**src/rtl/ccff_chain_loader.sv**
```systemverilog
// ccff_chain_loader: serializes host bitstream words onto a prog_clk-gated
// configuration chain, with an optional replay pass that checks ccff_tail.
// Ports:
//   prog_clk, pReset       : sole clock, synchronous active-high reset
//   start, verify_en       : begin a load (IDLE only), request a verify pass
//   bs_data/valid/ready    : host word handshake, bit 0 shifted first
//   ccff_head, chain_en    : registered serial bit and chain clock enable
//   ccff_tail              : bit returning from the end of the chain
//   busy, done             : activity flag, one-cycle completion pulse
//   verify_err, err_idx    : sticky mismatch flag, index of first mismatch
module ccff_chain_loader #(
    parameter int CHAIN_LEN  = 32,
    parameter int WORD_WIDTH = 8
) (
    input  logic                         prog_clk,
    input  logic                         pReset,
    input  logic                         start,
    input  logic                         verify_en,
    input  logic [WORD_WIDTH-1:0]        bs_data,
    input  logic                         bs_valid,
    output logic                         bs_ready,
    output logic                         ccff_head,
    output logic                         chain_en,
    input  logic                         ccff_tail,
    output logic                         busy,
    output logic                         done,
    output logic                         verify_err,
    output logic [$clog2(CHAIN_LEN)-1:0] err_idx
);

    localparam int WPP = (CHAIN_LEN + WORD_WIDTH - 1) / WORD_WIDTH;
    localparam int IW  = $clog2(CHAIN_LEN);
    localparam int SW  = $clog2(WORD_WIDTH + 1);
    localparam int CW  = $clog2(2 * WPP + 1);

    localparam logic [IW-1:0] LAST_IDX = IW'(CHAIN_LEN - 1);
    localparam logic [SW-1:0] SR_FULL  = SW'(WORD_WIDTH);
    localparam logic [CW-1:0] WORDS_1P = CW'(WPP);
    localparam logic [CW-1:0] WORDS_2P = CW'(2 * WPP);

    typedef enum logic [1:0] {
        IDLE,
        LOAD,
        VERIFY
    } state_t;

    state_t                state_q;
    logic                  verify_q;
    logic [WORD_WIDTH-1:0] sr_q, sr_d;
    logic [SW-1:0]         sr_cnt_q, sr_cnt_d;
    logic [IW-1:0]         pass_cnt_q, pass_cnt_d;
    logic [CW-1:0]         words_q;
    logic                  fin_q;
    logic                  head_q;
    logic                  en_q;
    logic [IW-1:0]         emit_idx_q;
    logic                  emit_vfy_q;
    logic                  busy_q;
    logic                  done_q;
    logic                  err_q;
    logic [IW-1:0]         err_idx_q;

    logic                  emit;
    logic                  last_bit;
    logic [CW-1:0]         words_total;
    logic                  accept;

    // A new word may land on the same edge that empties the buffer, either
    // because its last bit leaves or because the pass boundary truncates it.
    always_comb begin
        emit        = (sr_cnt_q != '0);
        last_bit    = emit && (pass_cnt_q == LAST_IDX);
        words_total = verify_q ? WORDS_2P : WORDS_1P;
        bs_ready    = (state_q != IDLE) && (words_q < words_total)
                      && ((sr_cnt_q <= SW'(1)) || last_bit);
        accept      = bs_valid && bs_ready;
    end

    always_comb begin
        sr_d       = sr_q;
        sr_cnt_d   = sr_cnt_q;
        pass_cnt_d = pass_cnt_q;
        if (emit) begin
            sr_d       = sr_q >> 1;
            sr_cnt_d   = last_bit ? '0 : sr_cnt_q - SW'(1);
            pass_cnt_d = last_bit ? '0 : pass_cnt_q + IW'(1);
        end
        if (accept) begin
            sr_d     = bs_data;
            sr_cnt_d = SR_FULL;
        end
    end

    always_ff @(posedge prog_clk) begin
        if (pReset) begin
            state_q    <= IDLE;
            verify_q   <= 1'b0;
            sr_q       <= '0;
            sr_cnt_q   <= '0;
            pass_cnt_q <= '0;
            words_q    <= '0;
            fin_q      <= 1'b0;
            head_q     <= 1'b0;
            en_q       <= 1'b0;
            emit_idx_q <= '0;
            emit_vfy_q <= 1'b0;
            busy_q     <= 1'b0;
            done_q     <= 1'b0;
            err_q      <= 1'b0;
            err_idx_q  <= '0;
        end else begin
            done_q <= 1'b0;
            unique case (state_q)
                IDLE: begin
                    if (start) begin
                        state_q    <= LOAD;
                        verify_q   <= verify_en;
                        err_q      <= 1'b0;
                        err_idx_q  <= '0;
                        pass_cnt_q <= '0;
                        words_q    <= '0;
                        sr_cnt_q   <= '0;
                        fin_q      <= 1'b0;
                        busy_q     <= 1'b1;
                    end
                end
                LOAD, VERIFY: begin
                    sr_q       <= sr_d;
                    sr_cnt_q   <= sr_cnt_d;
                    pass_cnt_q <= pass_cnt_d;
                    if (accept) begin
                        words_q <= words_q + CW'(1);
                    end
                    if (last_bit) begin
                        if (state_q == LOAD && verify_q) begin
                            state_q <= VERIFY;
                        end else begin
                            fin_q <= 1'b1;
                        end
                    end
                    // Hold one extra cycle so the final compare lands
                    // before done is raised.
                    if (fin_q) begin
                        state_q <= IDLE;
                        fin_q   <= 1'b0;
                        busy_q  <= 1'b0;
                        done_q  <= 1'b1;
                    end
                end
                default: state_q <= IDLE;
            endcase

            en_q <= emit;
            if (emit) begin
                head_q     <= sr_q[0];
                emit_idx_q <= pass_cnt_q;
                emit_vfy_q <= (state_q == VERIFY);
            end

            // While a replayed bit sits on the head, the tail shows the
            // same-index bit from the first pass.
            if (en_q && emit_vfy_q && !err_q && (ccff_tail != head_q)) begin
                err_q     <= 1'b1;
                err_idx_q <= emit_idx_q;
            end
        end
    end

    assign ccff_head  = head_q;
    assign chain_en   = en_q;
    assign busy       = busy_q;
    assign done       = done_q;
    assign verify_err = err_q;
    assign err_idx    = err_idx_q;

endmodule
```
**config.mk**
```make
export PLATFORM = sky130hd
export DESIGN_NAME = ccff_chain_loader
export DESIGN_NICKNAME = d
export VERILOG_FILES = /design/src/rtl/ccff_chain_loader.sv
export SDC_FILE = /design/constraint.sdc
export NUM_CORES = 1
export LEC_CHECK = 0
export BUFFER_PORTS_ARGS = -buffer_cell sky130_fd_sc_hd__buf_2
export CORE_ASPECT_RATIO = 0.75
export CORE_MARGIN = 1
export CORE_UTILIZATION = 59
export DETAILED_ROUTE_END_ITERATION = 10
export GPL_TIMING_DRIVEN = 1
export PLACE_DENSITY = 0.81
export REMOVE_ABC_BUFFERS = 1
export SLEW_MARGIN = 20
export SYNTH_ARGS = -nofsm -noshare
export SYNTH_HDL_FRONTEND = slang
export SYNTH_SLANG_ARGS = --single-unit
```
**constraint.sdc**
```tcl
create_clock -name prog_clk -period 3.86 [get_ports prog_clk]
set_clock_uncertainty 0.05 [all_clocks]
set_input_delay 0 -clock prog_clk [delete_from_list [all_inputs] [get_ports prog_clk]]
set_output_delay 0 -clock prog_clk [all_outputs]
set_load 0.01 [all_outputs]
```
## Yosys cells after proc, flatten, opt, wreduce, memory -nomap -nowiden

Cells that the tools add are included.

- Bits in registers: 41
- Input bits: 14
- Output and inout port bits: 11
- Word-level logic and storage cells: 92

- Add/sub/neg operators: 3
- Order comparisons: 2
- Equal/unequal tests: 11
- Muxes and demuxes: 32
- Bitwise gates (word level): 1
- Reduce and logical (&&, ||, !) cells: 28

Operators with widths:

| cell | number |
|---|---|
| $mux 5 | 5 |
| $mux 4 | 6 |
| $mux 8 | 2 |
| $pmux 4 s2 | 2 |
| $reduce_and 3->1 | 5 |
| $pmux 5 s2 | 1 |
| $reduce_bool 2->1 | 5 |
| $mux 1 | 9 |
| $ne 3x3->1 const B | 3 |
| $logic_and 1x1->1 | 8 |
| $mux 2 | 4 |
| $ne 2x2->1 const B | 4 |
| $reduce_and 2->1 | 4 |
| $add 5x1->5 const B | 1 |
| $eq 5x5->1 const B | 1 |
| $add 4x1->4 const B | 1 |
| $le 4x1->1 const B | 1 |
| $lt 4x4->1 | 1 |
| $pmux 1 s2 | 2 |
| $pmux 2 s2 | 1 |
| $reduce_bool 4->1 | 1 |
| $reduce_or 2->1 | 2 |
| $sub 4x1->4 const B | 1 |
| $eq 2x1->1 const B | 1 |
| 6 further kinds | 6 |

## Logic depth before layout (Yosys ltp)

Gate-level depths: netlist of the first run.

- Depth in word-level cells: 7
- Depth in mapped cells: 9
- Depth with buffers taken out: 8

## Worst setup path after synthesis of the first run

No wires, ideal clock.

- Kind: register to register
- From: register pass_cnt_q[0]
- To: register words_q[0]
- Library setup time: 65 ps
- Arrival time: 1,849 ps
- Data required time: 3,745 ps
- Path slack: 1,896 ps
- Stages on the path, launching flop included: 9
- Buffers on the path: 0
- Period minus slack after synthesis: 1,964 ps
- Cells stage by stage: dfxtp_1 ha_1 and3_1 ha_1 inv_1 o31a_1 nor3_4 mux2_2 nor2_1

- Cells in the longest elaborated chain, start to end: 7

RTL lines:

| element | RTL line | RTL |
|---|---|---|
| start, declared | 51 | `logic [IW-1:0] pass_cnt_q, pass_cnt_d;` |
| start signal, assigned | 130 | `pass_cnt_q <= pass_cnt_d;` |
| $eq 5x5->1 | 72 | `last_bit = emit && (pass_cnt_q == LAST_IDX);` |
| $logic_and 1x1->1 | 72 |  |
| $logic_or 1x1->1 | 75 | `&& ((sr_cnt_q <= SW'(1)) \|\| last_bit);` |
| $logic_and 1x1->1 | 75 |  |
| $logic_and 1x1->1 | 76 | `accept = bs_valid && bs_ready;` |
| $ne 2x2->1 (no line) | - |  |
| $reduce_and 3->1 (no line) | - |  |
| end signal, assigned | 132 | `words_q <= words_q + CW'(1);` |
| end, declared | 52 | `logic [CW-1:0] words_q;` |

Every way passes these cells.
A chain may end at the register's enable or synchronous reset.

## Worst setup path in the final report of the first run

- From: register state_q[1]
- To: register pass_cnt_q[4]

- Cells in the longest elaborated chain, start to end: 4
- Elaborated cells on any way between the ends: 9
- Classes of those cells: 4 x eq/ne; 1 x mux; 4 x reduce/logical

RTL lines:

| element | RTL line | RTL |
|---|---|---|
| start, declared | 47 | `state_t state_q;` |
| start signal, assigned | 96 | `state_q <= IDLE;` |
| start signal, assigned | 116 | `state_q <= LOAD;` |
| start signal, assigned | 136 | `state_q <= VERIFY;` |
| $eq 2x1->1 or $eq 2x2->1 (tied branches) | 113 | `unique case (state_q)` |
| $reduce_or 2->1 | 113 |  |
| $ne 2x2->1 (no line) or $reduce_bool 2->1 (tied branches) | - |  |
| $reduce_and 3->1 (no line) | - |  |

Parallel ways exist; a longest one is shown, timed or not.

==> flow_summary_export.csv, run 1 <==
group,metric,value,unit
synthesis,yosysSeqAreaShare,0.404,
pwr,power_frac_comb,0.210,
clocking,cts_setup_buffers,0,
sta,hold_viol,0,
pwr,p_per_area,426,mW/mm^2
drt,vias,1789,
worst_setup_path,crit_required,3.96,ns
synthesis,async_flop_share,0,
grt,grt_usage,0.241,
worst_setup_path,reg2reg_slack,0.79,ns
cells_and_area,nets,300,
job,maxCapViolations,0,
clocking,cts.clk_slew.worst_paths,0.07,ns
sta,timing.fmax,326,MHz
place,place.gp.congestion,0.857,
floorplan,num_rows,18,
cells_and_area,antenna_cells,0,
min_path,hold_path.class,"in2reg",
sta,slew_viol_final,0,
drt,ant_nets,0,
synthesis,synth_edf_count,0,
grt,grt_pass1_wl,6.97,mm
grt,use_met3,0.0577,
synthesis,ys_ff_latch,41,
grt,use_met1,0.349,
clocking,cts.sink_count,41,
synthesis,netlist_area,0.00203,sq mm
cells_and_area,area_growth,15.2,%
grt,antenna_found_initial,0,
clocking,cts_tree,"done",
synthesis,postSynthAreaPerCell,8.15,sq um
place,hpwl,2.80,mm
synthesis,synthFlopType,"dfxtp_1",
worst_setup_path,worstPathArrival,3.17,ns
sta,fin_crit_sh,0.796,
clocking,clkLatencyLatePin,0.28,ns
floorplan,die_x,69.7,microns
drt,drc,0,
pwr,seqPwrFrac,0.460,
cells_and_area,fin_util,0.711,
sta,max_slew_margin,0.422,
sta,setup_violations,0,
floorplan,initial_core_util,0.617,
drt,drt-pass1-iter-count,5,
pwr,vdd_drop_max,233,uV
grt,grt_pass1_vias,1480,
pwr,power_switching_share,0.298,
clocking,cts_max_level,2,
floorplan,core_region_area,0.00329,sq mm
grt,overflow,0,
floorplan,die-area,0.00368,sq mm
pwr,p_clk_frac,0.330,
pwr,cellInternalPower,0.699,mW
drt,viasPerCell,5.66,
worst_setup_path,crit_type,"reg2reg",
synthesis,ys_top_cells_by_area,"dfxtp_1 40%, nand2_1 8.3%, ha_1 6.2%",
sta,worstMarginPinSlew,0.865,ns
clocking,clockRootBuffer,"clkbuf_8",
place,port_buffers,24,
grt,use_met2,0.356,
floorplan,ios,25,
synthesis,synth_commonest_cells,"45 x nand2_1, 41 x dfxtp_1, 24 x nand3_1",
synthesis,yosysWarnings,0,
sta,fin_crit,3.07,ns
grt,top_usage_layer,"met2",
pwr,leakage,0.911,nW
sta,fin_tns_setup,0,ns
synthesis,synth.most_common_cell,"nand2_1",
synthesis,syn_inst,249,
cells_and_area,drive_gt1_frac,0.141,
synthesis,ys_types,37,
synthesis,yosys.area.top_type,"dfxtp_1",
clocking,clockBufferDepth,2,
worst_setup_path,crit_path_max_fanout,24,
worst_setup_path,critPathCaptureType,"flip-flop",
drt,wirelength,4.28,mm
pwr,p_sw,0.296,mW
drt,drt_iter0_markers,152,
grt,grt_max_degree,38,
worst_setup_path,start_kind,"flip-flop",
sta,rsz0062_at_grt,"false",
synthesis,synth_top_area_share,0.404,
drt,wl_per_cell,13.5,microns
outcome,status,"completed",
clocking,cts_made_buffers,5,
floorplan,die_h,52.8,microns
-- flip-flops by register name, summed over array words and instances, names as in the netlist --
register    count
chain_en        1
emit_vfy_q      1
state_q         2
pass_cnt_q      5
sr_cnt_q        4
emit_idx_q      5
verify_err      1
busy            1
fin_q           1
done            1
err_idx         5
sr_q            8
verify_q        1
ccff_head       1
words_q         4
-- metal layers --
layer | up-vias | routed length [microns]
li1 | 915 | -
met1 | 822 | 2220
met2 | 45 | 1830
met3 | 7 | 183
met4 | 0 | 41
met5 | - | 0
-- layout make-up --
class | instances | area (sq um)
inverter | 10 | 37.5
timing repair buffer | 34 | 220
sequential | 41 | 821
clock inverter | 2 | 35.0
fill | 272 | 951
clock buffer | 5 | 68.8
tap | 40 | 50.0
multi-input combinational | 184 | 1100
-- kinds of logic after synthesis --
logic type      synth area share
fa+ha+maj                 0.0617
flops                      0.404
compound gates             0.193
mux                       0.0253
simple gates               0.247
buf+inv                   0.0512
xor+xnor                  0.0173
-- path summary, 6_finish.rpt --
| path | startpoint | cells past startpoint | to |
|---|---|---|---|
| hold reg to reg | emit_idx_q[2]$_SDFFE_PP0N_ | 2 | err_idx[2]$_SDFFE_PP0P_ |
| setup reg to reg | state_q[1]$_SDFFE_PP0P_ | 7 | pass_cnt_q[4]$_SDFFE_PP0P_ |
| setup / recovery | state_q[1]$_SDFFE_PP0P_ | 7 | pass_cnt_q[4]$_SDFFE_PP0P_ |
| hold / removal | start | 3 | busy$_SDFFE_PP0P_ |
-- power by group through the flow --
| stage | logic (mW) | clock network [mW] | registers (mW) |
|---|---|---|---|
| CTS | 0.208 | 0.333 | 0.457 |
| floorplan | 0.140 | 0 | 0.466 |
| global route | 0.234 | 0.348 | 0.461 |
| detailed placement | 0.199 | 0 | 0.467 |
| finish | 0.209 | 0.328 | 0.458 |
| global placement | 0.195 | 0 | 0.467 |
-- critical path: stages (launching register included) --
cell and delay [ns]:
dfxtp_1 0.36, inv_1 0.09, ha_1 0.76, inv_1 0.40
o21ai_0 0.64, o21ai_0 0.31, a22oi_1 0.25, nor2_1 0.05
-- cell usage in the layout, fill, tap and decap left out, drive strengths merged, types with 2 or more instances in the layout --
| cell type | synthesis | routed |
|---|---|---|
| a21o | 9 | 9 |
| a21oi | 22 | 22 |
| a22oi | 2 | 2 |
| a31oi | 7 | 7 |
| and3 | 3 | 3 |
| buf | 5 | 24 |
| clkbuf | 9 | 5 |
| dfxtp | 41 | 41 |
| dlygate4sd3 | 0 | 10 |
| ha | 10 | 10 |
| inv | 10 | 10 |
| mux2i | 4 | 4 |
| nand2 | 45 | 45 |
| nand3 | 24 | 24 |
| nand4 | 4 | 4 |
| nor2 | 19 | 19 |
| nor3 | 4 | 4 |
| nor3b | 4 | 4 |
| o211ai | 2 | 2 |
| o21ai | 10 | 10 |
| xor2 | 4 | 4 |
-- through the flow --
step	area [sq um]	cells	power (mW)	worst slack, ns	hold slack [ns]
CTS	2340	316	0.998	0.875	0.0560
global placement	2130	299	0.662	1.09	0.205
floorplan	1960	235	0.606	1.52	0.0191
global route	2340	316	1.04	0.442	0.0925
detailed placement	2130	299	0.666	0.864	0.212
finish	2340	316	0.995	0.788	0.0561
-- repair_timing --
item | in CTS | in global routing
hold buffers | 10 | 0
endpoints found under the hold margin | 9 | 0
resized for setup | 0 | 0
Power figures use the tool's default switching activity.
==> inputs of run 2 (changes only) <==
- CORE_UTILIZATION: 59 -> 57
- PLACE_DENSITY: 0.81 -> 0.79
- clock period: 3.86 -> 3 ns (I/O delays scaled with it)
==> flow_summary_export.csv, run 2 (same netlist as run 1, synthesis figures left out) <==
group,metric,value,unit
drt,drt_iter0_markers,132,
drt,wirelength,4.32,mm
sta,max_slew_margin,0.523,
clocking,cts.sink_count,41,
cells_and_area,largest_register_ffs,8,
sta,timing.fmax,436,MHz
clocking,clkLatencyLatePin,0.30,ns
worst_setup_path,reg2reg_slack,0.71,ns
pwr,p_per_area,583,mW/mm^2
grt,grt_pass1_wl,7.00,mm
clocking,cts_setup_buffers,0,
worst_setup_path,start_kind,"flip-flop",
sta,hold-worst-slack,0.0207,ns
pwr,leakage,0.945,nW
clocking,clockRootBuffer,"clkbuf_8",
sta,fin_crit,2.29,ns
cells_and_area,finalNonFillerCells,321,
floorplan,die_h,53.7,microns
worst_setup_path,rr_startpoint,"state_q[1]$_SDFFE_PP0P_",
drt,wl_per_cell,13.5,microns
cells_and_area,antenna_cells,0,
sta,slew_viol_final,0,
place,dpl-instance-area,0.00216,sq mm
clocking,cts_made_buffers,5,
floorplan,ios,25,
drt,viasPerCell,5.56,
clocking,clockBufferDepth,2,
place,place.gp.congestion,0.849,
sta,rsz0062_at_grt,"false",
cells_and_area,final_common_cell,"nand2_1",
place,placed_cells_incl_taps,303,
cells_and_area,regMostFlops,"sr_q",
grt,grt_pass1_vias,1563,
worst_setup_path,startpoint,"state_q[1]$_SDFFE_PP0P_",
cells_and_area,mostFrequentLayoutCells,"45 x nand2_1, 41 x dfxtp_1, 24 x nand3_1, 24 x buf_2, 22 x a21oi_1",
floorplan,die-area,0.00381,sq mm
min_path,hold_path.class,"in2reg",
outcome,status,"completed",
drt,ant_nets,0,
floorplan,die_x,70.9,microns
sta,hold_viol,0,
sta,setup_violations,0,
floorplan,num_rows,18,
grt,grt_usage,0.242,
grt,overflow,0,
floorplan,initial_core_util,0.609,
place,port_buffers,24,
cells_and_area,drive_gt1_frac,0.157,
place,hpwl,2.86,mm
min_path,worstHoldStart,"start",
clocking,cts.clk_slew.worst_paths,0.08,ns
sta,fin_crit_sh,0.765,
grt,antenna_found_initial,0,
cells_and_area,area_growth,18.1,%
cells_and_area,nets,304,
cells_and_area,fill_cells,284,
cells_and_area,design_area,0.00240,sq mm
pwr,vdd_drop_max,361,uV
worst_setup_path,worstPathArrival,2.40,ns
drt,vias,1786,
grt,grt_max_degree,38,
clocking,cts_max_level,2,
job,maxCapViolations,0,
floorplan,core_region_area,0.00333,sq mm
sta,worstMarginPinSlew,0.707,ns
clocking,cts_tree,"done",
worst_setup_path,crit_path_max_fanout,11,
worst_setup_path,crit_type,"reg2reg",
drt,drc,0,
worst_setup_path,crit_required,3.11,ns
worst_setup_path,critPathCaptureType,"flip-flop",
drt,drt-pass1-iter-count,6,
sta,fin_tns_setup,0,ns
[run 2: changes by cell type in the layout (fill, tap and decap cells not counted), sizes merged]
cell    delta
bufinv     +1
buf        +4
[run 2: final timing paths]
kind | cells past startpoint | to
setup reg to reg | 7 | pass_cnt_q[4]$_SDFFE_PP0P_
hold / removal | 3 | busy$_SDFFE_PP0P_
hold reg to reg | 2 | err_idx[1]$_SDFFE_PP0P_
setup / recovery | 7 | pass_cnt_q[4]$_SDFFE_PP0P_
[run 2: repair_timing]
item                      in CTS  in global routing
hold endpoints to repair       9                  0
resized for setup              0                  0
hold buffers                  10                  0
[run 2: area by class of cell]
| type | instances | area, sq um | share of cell area |
|---|---|---|---|
| clock buffers | 5 | 68.8 | 0.0287 |
| clock inverters | 3 | 65.1 | 0.0271 |
| well taps | 40 | 50.0 | 0.0209 |
| flip-flops and latches | 41 | 821 | 0.342 |
| inverters | 10 | 37.5 | 0.0157 |
| repair buffers | 38 | 250 | 0.104 |
| multi-input cells | 184 | 1100 | 0.461 |
[run 2: worst max-delay path, stage by stage, from the launching register on]
cell and delay [ns]:
dfxtp_1 0.33, inv_1 0.10, ha_1 0.36, nand2_1 0.32, o21ai_0 0.38, o21ai_0 0.30
a22oi_1 0.26, nor2_1 0.06
[run 2: layer usage]
layer	track usage	up-vias	wire length [microns]
met5	0	-	0
met3	0.0524	5	179
met1	0.315	810	2160
li1	-	932	-
met4	0.103	0	48
met2	0.397	39	1930
[run 2: stage by stage]
stage | utilization | power [mW] | setup slack [ns]
after floorplan | - | 0.780 | 0.665
after global placement | 0.649 | 0.865 | 0.822
after detailed placement | 0.649 | 0.868 | 0.731
after CTS | 0.719 | 1.40 | 0.701
after global routing | 0.719 | 1.46 | 0.471
final | 0.719 | 1.40 | 0.706
[run 2: report_power, final]
part | internal [mW] | switching (mW) | leakage, nW
sequential | 0.568 | 0.0212 | 0.332
clock | 0.331 | 0.196 | 0.0681
combinational | 0.102 | 0.180 | 0.545
